===== src/rtl/wave_seq_pkg.sv =====
// Shared types for the wave sequencer: FSM state encoding and the packed table entry.
package wave_seq_pkg;

    localparam int ENTRY_W = 80;

    typedef enum logic [1:0] {
        IDLE = 2'd0,
        LOAD = 2'd1,
        RUN  = 2'd2,
        GAP  = 2'd3
    } state_t;

    typedef struct packed {
        logic [31:0] freq;
        logic [15:0] duty;
        logic [15:0] cycles;
        logic [15:0] gap;
    } entry_t;

    function automatic entry_t make_entry(
        input logic [31:0] freq,
        input logic [15:0] duty,
        input logic [15:0] cycles,
        input logic [15:0] gap
    );
        entry_t e;
        e.freq   = freq;
        e.duty   = duty;
        e.cycles = cycles;
        e.gap    = gap;
        return e;
    endfunction

endpackage


===== src/rtl/wave_seq_table.sv =====
// Append-only entry table with fill count, write-rejection pulse and a
// combinational read port at the active entry index.
module wave_seq_table
    import wave_seq_pkg::*;
#(
    parameter int DEPTH = 8,
    parameter int IDX_W = $clog2(DEPTH)
) (
    input  logic             clk,
    input  logic             rst_n,
    input  logic             idle,
    input  logic             wr_en,
    input  entry_t           wr_entry,
    input  logic             clear,
    input  logic [IDX_W-1:0] rd_idx,
    output entry_t           rd_entry,
    output logic [IDX_W:0]   count,
    output logic             full,
    output logic             wr_err
);

    entry_t mem [DEPTH];

    logic clear_ok;
    logic wr_ok;
    logic reject;

    assign full     = (count == (IDX_W+1)'(DEPTH));
    assign clear_ok = clear && idle;
    // clear beats a simultaneous write; the dropped write is not an error.
    assign wr_ok    = wr_en && !clear && idle && !full;
    assign reject   = (clear && !idle) || (wr_en && !clear && (!idle || full));
    assign rd_entry = mem[rd_idx];

    // NOTE: the storage array has no reset; count alone decides which entries are valid.
    always_ff @(posedge clk) begin
        if (wr_ok) begin
            mem[count[IDX_W-1:0]] <= wr_entry;
        end
    end

    // NOTE: sequential state uses non-blocking assignment so all registers update together.
    always_ff @(posedge clk) begin
        if (!rst_n) begin
            count  <= '0;
            wr_err <= 1'b0;
        end else begin
            wr_err <= reject;
            if (clear_ok) begin
                count <= '0;
            end else if (wr_ok) begin
                count <= count + 1'b1;
            end
        end
    end

endmodule


===== src/rtl/wave_sequencer.sv =====
// Burst sequencer: walks the entry table, programs the square-wave generator,
// runs each burst until the generator reports completion, then idles for the gap.
module wave_sequencer
    import wave_seq_pkg::*;
#(
    parameter int DEPTH = 8,
    parameter int IDX_W = $clog2(DEPTH)
) (
    input  logic             clk,
    input  logic             rst_n,
    input  logic             wr_en,
    input  logic [31:0]      wr_freq,
    input  logic [15:0]      wr_duty,
    input  logic [15:0]      wr_cycles,
    input  logic [15:0]      wr_gap,
    input  logic             clear,
    input  logic             start,
    input  logic             abort,
    input  logic             loop,
    output logic             full,
    output logic [IDX_W:0]   count,
    output logic             busy,
    output logic             done_pulse,
    output logic             wr_err,
    output logic [IDX_W-1:0] entry_idx,
    output logic [31:0]      gen_freq,
    output logic [15:0]      gen_duty,
    output logic [15:0]      gen_cycles,
    output logic             gen_run,
    input  logic             gen_ofs_kill
);

    state_t      state;
    entry_t      rd_entry;
    logic [15:0] gap_cnt;
    logic        first_run;

    wave_seq_table #(
        .DEPTH (DEPTH),
        .IDX_W (IDX_W)
    ) u_table (
        .clk      (clk),
        .rst_n    (rst_n),
        .idle     (state == IDLE),
        .wr_en    (wr_en),
        .wr_entry (make_entry(wr_freq, wr_duty, wr_cycles, wr_gap)),
        .clear    (clear),
        .rd_idx   (entry_idx),
        .rd_entry (rd_entry),
        .count    (count),
        .full     (full),
        .wr_err   (wr_err)
    );

    // Next-entry decision, shared by the burst-end and gap-end paths.
    logic             more;
    state_t           adv_state;
    logic [IDX_W-1:0] adv_idx;
    logic             adv_done;

    assign more = ({1'b0, entry_idx} + (IDX_W+1)'(1)) < count;

    // NOTE: every always_comb output gets a default first so no latch is inferred.
    always_comb begin
        adv_state = LOAD;
        adv_idx   = entry_idx + 1'b1;
        adv_done  = 1'b0;
        if (!more) begin
            if (loop) begin
                adv_idx = '0;
            end else begin
                adv_state = IDLE;
                adv_idx   = entry_idx;
                adv_done  = 1'b1;
            end
        end
    end

    always_ff @(posedge clk) begin
        if (!rst_n) begin
            state      <= IDLE;
            entry_idx  <= '0;
            gen_freq   <= '0;
            gen_duty   <= '0;
            gen_cycles <= '0;
            gen_run    <= 1'b0;
            busy       <= 1'b0;
            done_pulse <= 1'b0;
            gap_cnt    <= '0;
            first_run  <= 1'b0;
        end else begin
            done_pulse <= 1'b0;
            if (abort) begin
                state     <= IDLE;
                busy      <= 1'b0;
                gen_run   <= 1'b0;
                first_run <= 1'b0;
                gap_cnt   <= '0;
            end else begin
                unique case (state)
                    IDLE: begin
                        if (start && count != '0) begin
                            state     <= LOAD;
                            entry_idx <= '0;
                            busy      <= 1'b1;
                        end
                    end
                    LOAD: begin
                        // gen_run was low throughout LOAD, so the generator starts from phase 0.
                        gen_freq   <= rd_entry.freq;
                        gen_duty   <= rd_entry.duty;
                        gen_cycles <= rd_entry.cycles;
                        gen_run    <= 1'b1;
                        first_run  <= 1'b1;
                        state      <= RUN;
                    end
                    RUN: begin
                        first_run <= 1'b0;
                        // gen_ofs_kill still reflects the previous burst during the first RUN clock.
                        if (!first_run && !gen_ofs_kill && gen_cycles != '0) begin
                            gen_run <= 1'b0;
                            if (rd_entry.gap != '0) begin
                                state   <= GAP;
                                gap_cnt <= rd_entry.gap;
                            end else begin
                                state      <= adv_state;
                                entry_idx  <= adv_idx;
                                done_pulse <= adv_done;
                                busy       <= !adv_done;
                            end
                        end
                    end
                    GAP: begin
                        if (gap_cnt <= 16'd1) begin
                            gap_cnt    <= '0;
                            state      <= adv_state;
                            entry_idx  <= adv_idx;
                            done_pulse <= adv_done;
                            busy       <= !adv_done;
                        end else begin
                            gap_cnt <= gap_cnt - 1'b1;
                        end
                    end
                    default: state <= IDLE;
                endcase
            end
        end
    end

endmodule

===== config.mk =====
export PLATFORM = sky130hd
export DESIGN_NAME = wave_sequencer
export DESIGN_NICKNAME = d
export VERILOG_FILES = /design/src/rtl/wave_seq_pkg.sv /design/src/rtl/wave_seq_table.sv /design/src/rtl/wave_sequencer.sv
export SDC_FILE = /design/constraint.sdc
export NUM_CORES = 1
export LEC_CHECK = 0
export ABC_AREA = 1
export BUFFER_PORTS_ARGS = -buffer_cell sky130_fd_sc_hd__buf_4
export CORE_MARGIN = 3
export CORE_UTILIZATION = 43
export DETAILED_ROUTE_END_ITERATION = 6
export PLACE_DENSITY_LB_ADDON = 0.12
export SYNTH_ARGS = -nofsm -noshare
export SYNTH_HDL_FRONTEND = slang
export SYNTH_HIERARCHICAL = 1
export SYNTH_SLANG_ARGS = --single-unit

===== constraint.sdc =====
create_clock -name clk -period 5.3 [get_ports clk]
set_input_delay 1.06 -clock clk [delete_from_list [all_inputs] [get_ports clk]]
set_output_delay 1.06 -clock clk [all_outputs]
set_load 0.01 [all_outputs]

==> results of run 1 <==
==> routing by layer <==
metal	part of all wire, %	up-vias
li1	-	9658
met1	44	9913
met2	49	476
met3	4.8	111
met4	2.1	6
met5	0.064	-
==> through the flow <==
step / hold WS [ns] / utilization (%) / total power (W)
6_report: 0.462 / 50.1 / 0.0125
5_1_grt: 0.479 / 50.1 / 0.0130
4_1_cts: 0.463 / 50.1 / 0.0126
3_5_place_dp: 0.454 / 46.4 / 0.00724
3_3_place_gp: 0.453 / 46.4 / 0.00723
2_1_floorplan: 0.444 / - / 0.00694
==> power breakdown <==
group	leakage, nW	switching (W)	internal (W)	total, W
clock network	1.25	0.00220	0.00317	0.00537
registers	6.54	0.0000420	0.00634	0.00638
logic	5.08	0.000501	0.000225	0.000726
total	12.9	0.00274	0.00974	0.0125
==> synthesized netlist by cell type (all sizes together) (6+ instances only) <==
| cell type | n | area [µm²] |
|---|---|---|
| edfxtp | 640 | 19200 |
| buf | 78 | 534 |
| ha | 13 | 163 |
| nand3 | 16 | 90.1 |
| dfxtp | 94 | 1880 |
| o21ai | 404 | 2020 |
| a21oi | 17 | 85.1 |
| nor2 | 627 | 2380 |
| xnor2 | 6 | 52.6 |
| clkbuf | 71 | 267 |
| nand2 | 767 | 2910 |
| inv | 47 | 179 |
==> critical path, cell delays in order (launching register included) <==
cell and delay, ns:
dfxtp_4 0.85, inv_4 0.62, nor2_1 0.23, o21ai_0 0.11, nand2_1 0.11, nand2_1 0.06
nand2_1 0.16, nor2_1 0.07, nand2_1 0.08, nor2_1 0.06, nand3_1 0.13, nand2_1 0.09
nor2_2 0.63, nand2_1 0.12, nor2_1 0.13, nor2_1 0.05
==> worst max-delay path by stage <==
stage                                   start  cells past startpoint                     endpoint  slack (ns)
detailed placement  entry_idx[1]$_SDFFE_PN0P_                     15     gap_cnt[13]$_SDFFE_PP0P_        1.59
global route        entry_idx[1]$_SDFFE_PN0P_                     14     gap_cnt[13]$_SDFFE_PP0P_        1.24
finish              entry_idx[1]$_SDFFE_PN0P_                     15     gap_cnt[13]$_SDFFE_PP0P_        1.59
global placement    entry_idx[1]$_SDFFE_PN0P_                     15     gap_cnt[15]$_SDFFE_PP0P_        1.64
CTS                 entry_idx[1]$_SDFFE_PN0P_                     15     gap_cnt[13]$_SDFFE_PP0P_        1.60
floorplan                               clear                      5  u_table/mem[1][0]$_DFFE_PP_       -0.04
==> state kept, by name, summed over array words and instances (netlist names) <==
register,flops
gen_cycles,16
gap_cnt,16
entry_idx,3
u_table/mem,640
gen_duty,16
state,2
busy,1
gen_freq,32
u_table/count,4
u_table/wr_err,1
gen_run,1
done_pulse,1
first_run,1
==> layout make-up <==
type / count / area share (%)
inverter: 48 / 0.571
antenna: 4 / 0.0291
sequential: 734 / 61.4
clock inverter: 35 / 0.811
tap: 931 / 3.39
clock buffer: 112 / 6.59
multi-input combinational: 1866 / 22.9
timing repair buffer: 191 / 4.39
==> cells by family (layout without fill, tap and decap cells) <==
group                    after synthesis  after routing
buffers and inverters                197            386
AO/OA/AOI/OAI                        424            424
XOR/XNOR                              11             11
other                                  0              4
adder cells (fa/ha/maj)               13             13
flip-flops                           734            734
AND/OR/NAND/NOR                     1418           1418
==> results.sh, run 1 <==
export IMPL_grt_use_met1_pct=27.4
export IMPL_report_final_hold_viol_count=0
export IMPL_start_util_pct=43.5
export IMPL_syn_avg_cell_area_um2=10.7
export IMPL_layout_min_cycle_time_ns=3.71
export IMPL_final_area_um2=34400
export IMPL_layout_commonest_cell="nand2_1"
export IMPL_ant_nets=0
export IMPL_netlist_area_um2=29900
export IMPL_worst_r2r_cell_count=15
export IMPL_drive_gt1_share_pct=11.4
export IMPL_nNetsFinal=3021
export IMPL_synth_edf_count=640
export IMPL_antenna_found_initial=6
export IMPL_critPathMaxFanout=84
export IMPL_cts_root_buffer="clkbuf_16"
export IMPL_p_leak_nw=12.9
export IMPL_slew_headroom_pct=20.6
export IMPL_path_clk_slew_ns=0.07
export IMPL_avgRoutedWirePerCell_um=19.5
export IMPL_drtPass1Iterations=6
export IMPL_globalRouteOverflowTotal=0
export IMPL_ys_async_sr_fraction_pct=0
export IMPL_grt_max_degree=143
export IMPL_grt_usage_pct=20.7
export IMPL_layout_common_cells="nand2_1, edfxtp_1, nor2_1, o21ai_1, o21ai_0"
export IMPL_cts_tree="built"
export IMPL_regArea_um2=21100
export IMPL_critical_path_required_ns=5.81
export IMPL_netlist_instances=2797
export IMPL_yosys_area_share_simple_pct=18.1
export IMPL_die_h_um=270
export IMPL_post_cts_buffers=0
export IMPL_tns_ns=0
export IMPL_met3_usage_pct=3.22
export IMPL_synth_top_family_by_area="simple AND/OR/NAND/NOR gates"
export IMPL_numClockSinks=734
export IMPL_whs_path_depth=2
export IMPL_coreArea_um2=68700
export IMPL_multiInputGateArea_um2=7870
export IMPL_drc_errors=0
export IMPL_totalWireLength_um=76500
export IMPL_synth_main_ff_cell="edfxtp_1"
export IMPL_hold_buffers=0
export IMPL_arrival_ns=4.21
export IMPL_setup_viol=0
export IMPL_worstSetupStartpointType="flip-flop"
export IMPL_final_max_slew_viol_count=0
export IMPL_synthAdderAreaFrac_pct=0.544
export IMPL_fp_dieArea_um2=72700
export IMPL_placement_rows=96
export IMPL_routabilityCongestion=0.798
export IMPL_dp_cells=3770
export IMPL_n_fill_cell=6242
export IMPL_synth_nets=2898
export IMPL_crit_type="flip-flop to flip-flop"
export IMPL_r2r_start="entry_idx[1]$_SDFFE_PN0P_"
export IMPL_muxShareOfSynthArea_pct=0
export IMPL_power_density_nw_per_um2=363
export IMPL_reg2reg_setup_slack_ns=1.59
export IMPL_peakVddDrop_mv=0.213
export IMPL_area_delta_synth_final_pct=15.1
export IMPL_synthXorXnorAreaFrac_pct=0.322
export IMPL_numCtsBuffers=79
export IMPL_drt_iter0_drc=1253
export IMPL_cts_buffer_depth=3
export IMPL_io_pins=164
export IMPL_num_vias=20200
export IMPL_synth_cell_types=31
export IMPL_fin_skew_ns=0.0212
export IMPL_cts_htree_levels=3
export IMPL_max_freq_mhz=270
export IMPL_crit_path_end_kind="flip-flop"
export IMPL_worstSkewPairLatency_ns=0.61
export IMPL_hpwl_um=40500
export IMPL_hold_class="flip-flop to flip-flop"
export IMPL_finalCritPeriodShare_pct=69.9
export IMPL_grt_busiest_layer="met2"
export IMPL_ys_ff_latch=734
export IMPL_max_cap_violations=0
export IMPL_status="completed"
export IMPL_cts_repair_resized=0
export IMPL_grt_first_pass_wirelength_um=118000
export IMPL_setup_ws_ns=1.59
export IMPL_finalNonFillerCells=3921
export IMPL_hold_path_end="first_run$_SDFFE_PP0P_"
export IMPL_min_delay_start="first_run$_SDFFE_PP0P_"
export IMPL_pre_cts_slack_ns=1.59
export IMPL_grt_pass1_vias=20000
export IMPL_vias_per_cell=5.14
export IMPL_portBuffers=163
export IMPL_die_width_um=270
export IMPL_use_met2_pct=35.7
export IMPL_worstMarginPinSlew_ns=1.19
export IMPL_seq_area_frac_synth_pct=70.6
export IMPL_synth_compound_area_share_pct=7.12
export IMPL_rsz0062_at_grt="no"
export IMPL_placed_cell_area_um2=31800
export IMPL_rr_endpoint="gap_cnt[13]$_SDFFE_PP0P_"
export IMPL_yosysWarnings=6
Power figures use the tool's default switching activity.
==> inputs of run 2 (changes only) <==
Clock period 5.3 ns to 3.4 ns, I/O delays scaled along.
==> results.sh, run 2 (synthesized netlist as in run 1, its figures left out) <==
export IMPL_cts_htree_levels=3
export IMPL_die_width_um=270
export IMPL_num_vias=20200
export IMPL_hpwl_um=39800
export IMPL_io_pins=164
export IMPL_cts_tree="built"
export IMPL_layout_min_cycle_time_ns=2.68
export IMPL_totalWireLength_um=77100
export IMPL_numCtsBuffers=77
export IMPL_worst_r2r_cell_count=10
export IMPL_max_freq_mhz=374
export IMPL_fp_dieArea_um2=72700
export IMPL_max_cap_violations=0
export IMPL_worstSetupStartpointType="flip-flop"
export IMPL_start_util_pct=43.5
export IMPL_whs_path_depth=1
export IMPL_p_leak_nw=13.1
export IMPL_drtPass1Iterations=5
export IMPL_tns_ns=0
export IMPL_layout_commonest_cell="nand2_1"
export IMPL_nNetsFinal=3033
export IMPL_endpoint="gen_cycles[6]$_SDFFE_PN0P_"
export IMPL_largest_reg_flops=640
export IMPL_routabilityCongestion=0.835
export IMPL_hold_buffers=0
export IMPL_final_area_um2=34900
export IMPL_status="completed"
export IMPL_final_max_slew_viol_count=0
export IMPL_antenna_found_initial=7
export IMPL_cts_buffer_depth=3
export IMPL_worstSkewPairLatency_ns=0.62
export IMPL_grt_max_degree=221
export IMPL_area_delta_synth_final_pct=16.7
export IMPL_power_density_nw_per_um2=576
export IMPL_drc_errors=0
export IMPL_slew_headroom_pct=18.3
export IMPL_post_cts_buffers=0
export IMPL_die_h_um=270
export IMPL_peakVddDrop_mv=0.296
export IMPL_r2r_start="entry_idx[0]$_SDFFE_PN0P_"
export IMPL_fin_skew_ns=0.0268
export IMPL_rsz0062_at_grt="no"
export IMPL_reg2reg_setup_slack_ns=0.72
export IMPL_worstMarginPinSlew_ns=1.23
export IMPL_cts_root_buffer="clkbuf_16"
export IMPL_grt_first_pass_wirelength_um=119000
export IMPL_finalCritPeriodShare_pct=78.7
export IMPL_cts_repair_resized=0
export IMPL_critPathMaxFanout=220
export IMPL_avgRoutedWirePerCell_um=19.6
export IMPL_grt_pass1_vias=19800
export IMPL_ant_nets=0
export IMPL_crit_path_end_kind="flip-flop"
export IMPL_rr_endpoint="gen_cycles[6]$_SDFFE_PN0P_"
export IMPL_portBuffers=163
export IMPL_crit_type="flip-flop to flip-flop"
export IMPL_grt_busiest_layer="met2"
export IMPL_coreArea_um2=68700
export IMPL_arrival_ns=3.22
export IMPL_grt_usage_pct=21.0
export IMPL_globalRouteOverflowTotal=0
export IMPL_numClockSinks=734
export IMPL_met3_usage_pct=3.52
export IMPL_setup_viol=0
export IMPL_critical_path_required_ns=3.94
export IMPL_layout_common_cells="nand2_1, edfxtp_1, nor2_1, o21ai_1, o21ai_0"
export IMPL_placed_cell_area_um2=32100
export IMPL_report_final_hold_viol_count=0
export IMPL_path_clk_slew_ns=0.07
export IMPL_hold_class="input pin to flip-flop"
export IMPL_drt_iter0_drc=1476
export IMPL_drive_gt1_share_pct=12.2
export IMPL_grt_use_met1_pct=28.3
export IMPL_placement_rows=96
export IMPL_worstSetupStartpoint="entry_idx[0]$_SDFFE_PN0P_"
export IMPL_vias_per_cell=5.15
export IMPL_use_met2_pct=35.1
## run 2: cell types whose count changed in the layout (fill, tap and decap cells not counted), sizes merged
| cell | delta |
|---|---|
| buf | +14 |
| bufinv | +8 |
| clkbuf | -1 |
| clkinv | -15 |
| clkinvlp | +2 |
| inv | +1 |
## run 2: area by class of cell
type | count | area (µm²)
Clock inverter | 31 | 482
Timing Repair Buffer | 205 | 1790
Multi-Input combinational cell | 1866 | 7870
Inverter | 48 | 196
Tap cell | 931 | 1160
Antenna cell | 4 | 10.0
Clock buffer | 111 | 2260
Sequential cell | 734 | 21100
Fill cell | 6166 | 33800
## run 2: worst min path at each step
| stage | start | to | slack, ns |
|---|---|---|---|
| detailed placement | first_run$_SDFFE_PP0P_ | first_run$_SDFFE_PP0P_ | 0.46 |
| finish | wr_freq[6] | u_table/mem[1][54]$_DFFE_PP_ | 0.29 |
| global placement | first_run$_SDFFE_PP0P_ | first_run$_SDFFE_PP0P_ | 0.46 |
| floorplan | first_run$_SDFFE_PP0P_ | first_run$_SDFFE_PP0P_ | 0.44 |
| CTS | wr_freq[7] | u_table/mem[6][55]$_DFFE_PP_ | 0.26 |
| global route | wr_freq[18] | u_table/mem[5][66]$_DFFE_PP_ | 0.28 |
## run 2: layer usage
layer | part of all wire (%) | vias to the layer above
met5 | 0.060 | -
met4 | 2.4 | 8
met3 | 5.2 | 117
met2 | 47 | 497
met1 | 45 | 9918
li1 | - | 9689
## run 2: per-stage QoR
stage	hold WS, ns	power (W)	cells	setup slack (ns)	util [%]
2_1_floorplan	0.444	0.0108	2797	-0.372	-
3_3_place_gp	0.457	0.0113	3784	0.764	46.8
3_5_place_dp	0.462	0.0113	3784	0.746	46.8
4_1_cts	0.255	0.0203	3926	0.717	50.8
5_1_grt	0.277	0.0208	3927	0.521	50.8
6_report	0.294	0.0201	3930	0.723	50.8
## run 2: power breakdown
part / leakage (nW) / internal [W] / switching (W)
Clock: 1.34 / 0.00554 / 0.00347
Combinational: 5.21 / 0.000368 / 0.000788
Sequential: 6.54 / 0.00988 / 0.0000350
Total: 13.1 / 0.0158 / 0.00429
## run 2: worst max-delay path, cell delays in order, from the launching register on
cell and delay (ns):
dfxtp_4 0.37, inv_8 0.43, buf_12 0.61, nand2_1 0.13, nand2_1 0.11, nand2_1 0.05
o21ai_1 0.10, nand2_1 0.07, nand2_1 0.08, o21ai_0 0.14, nor2_1 0.15
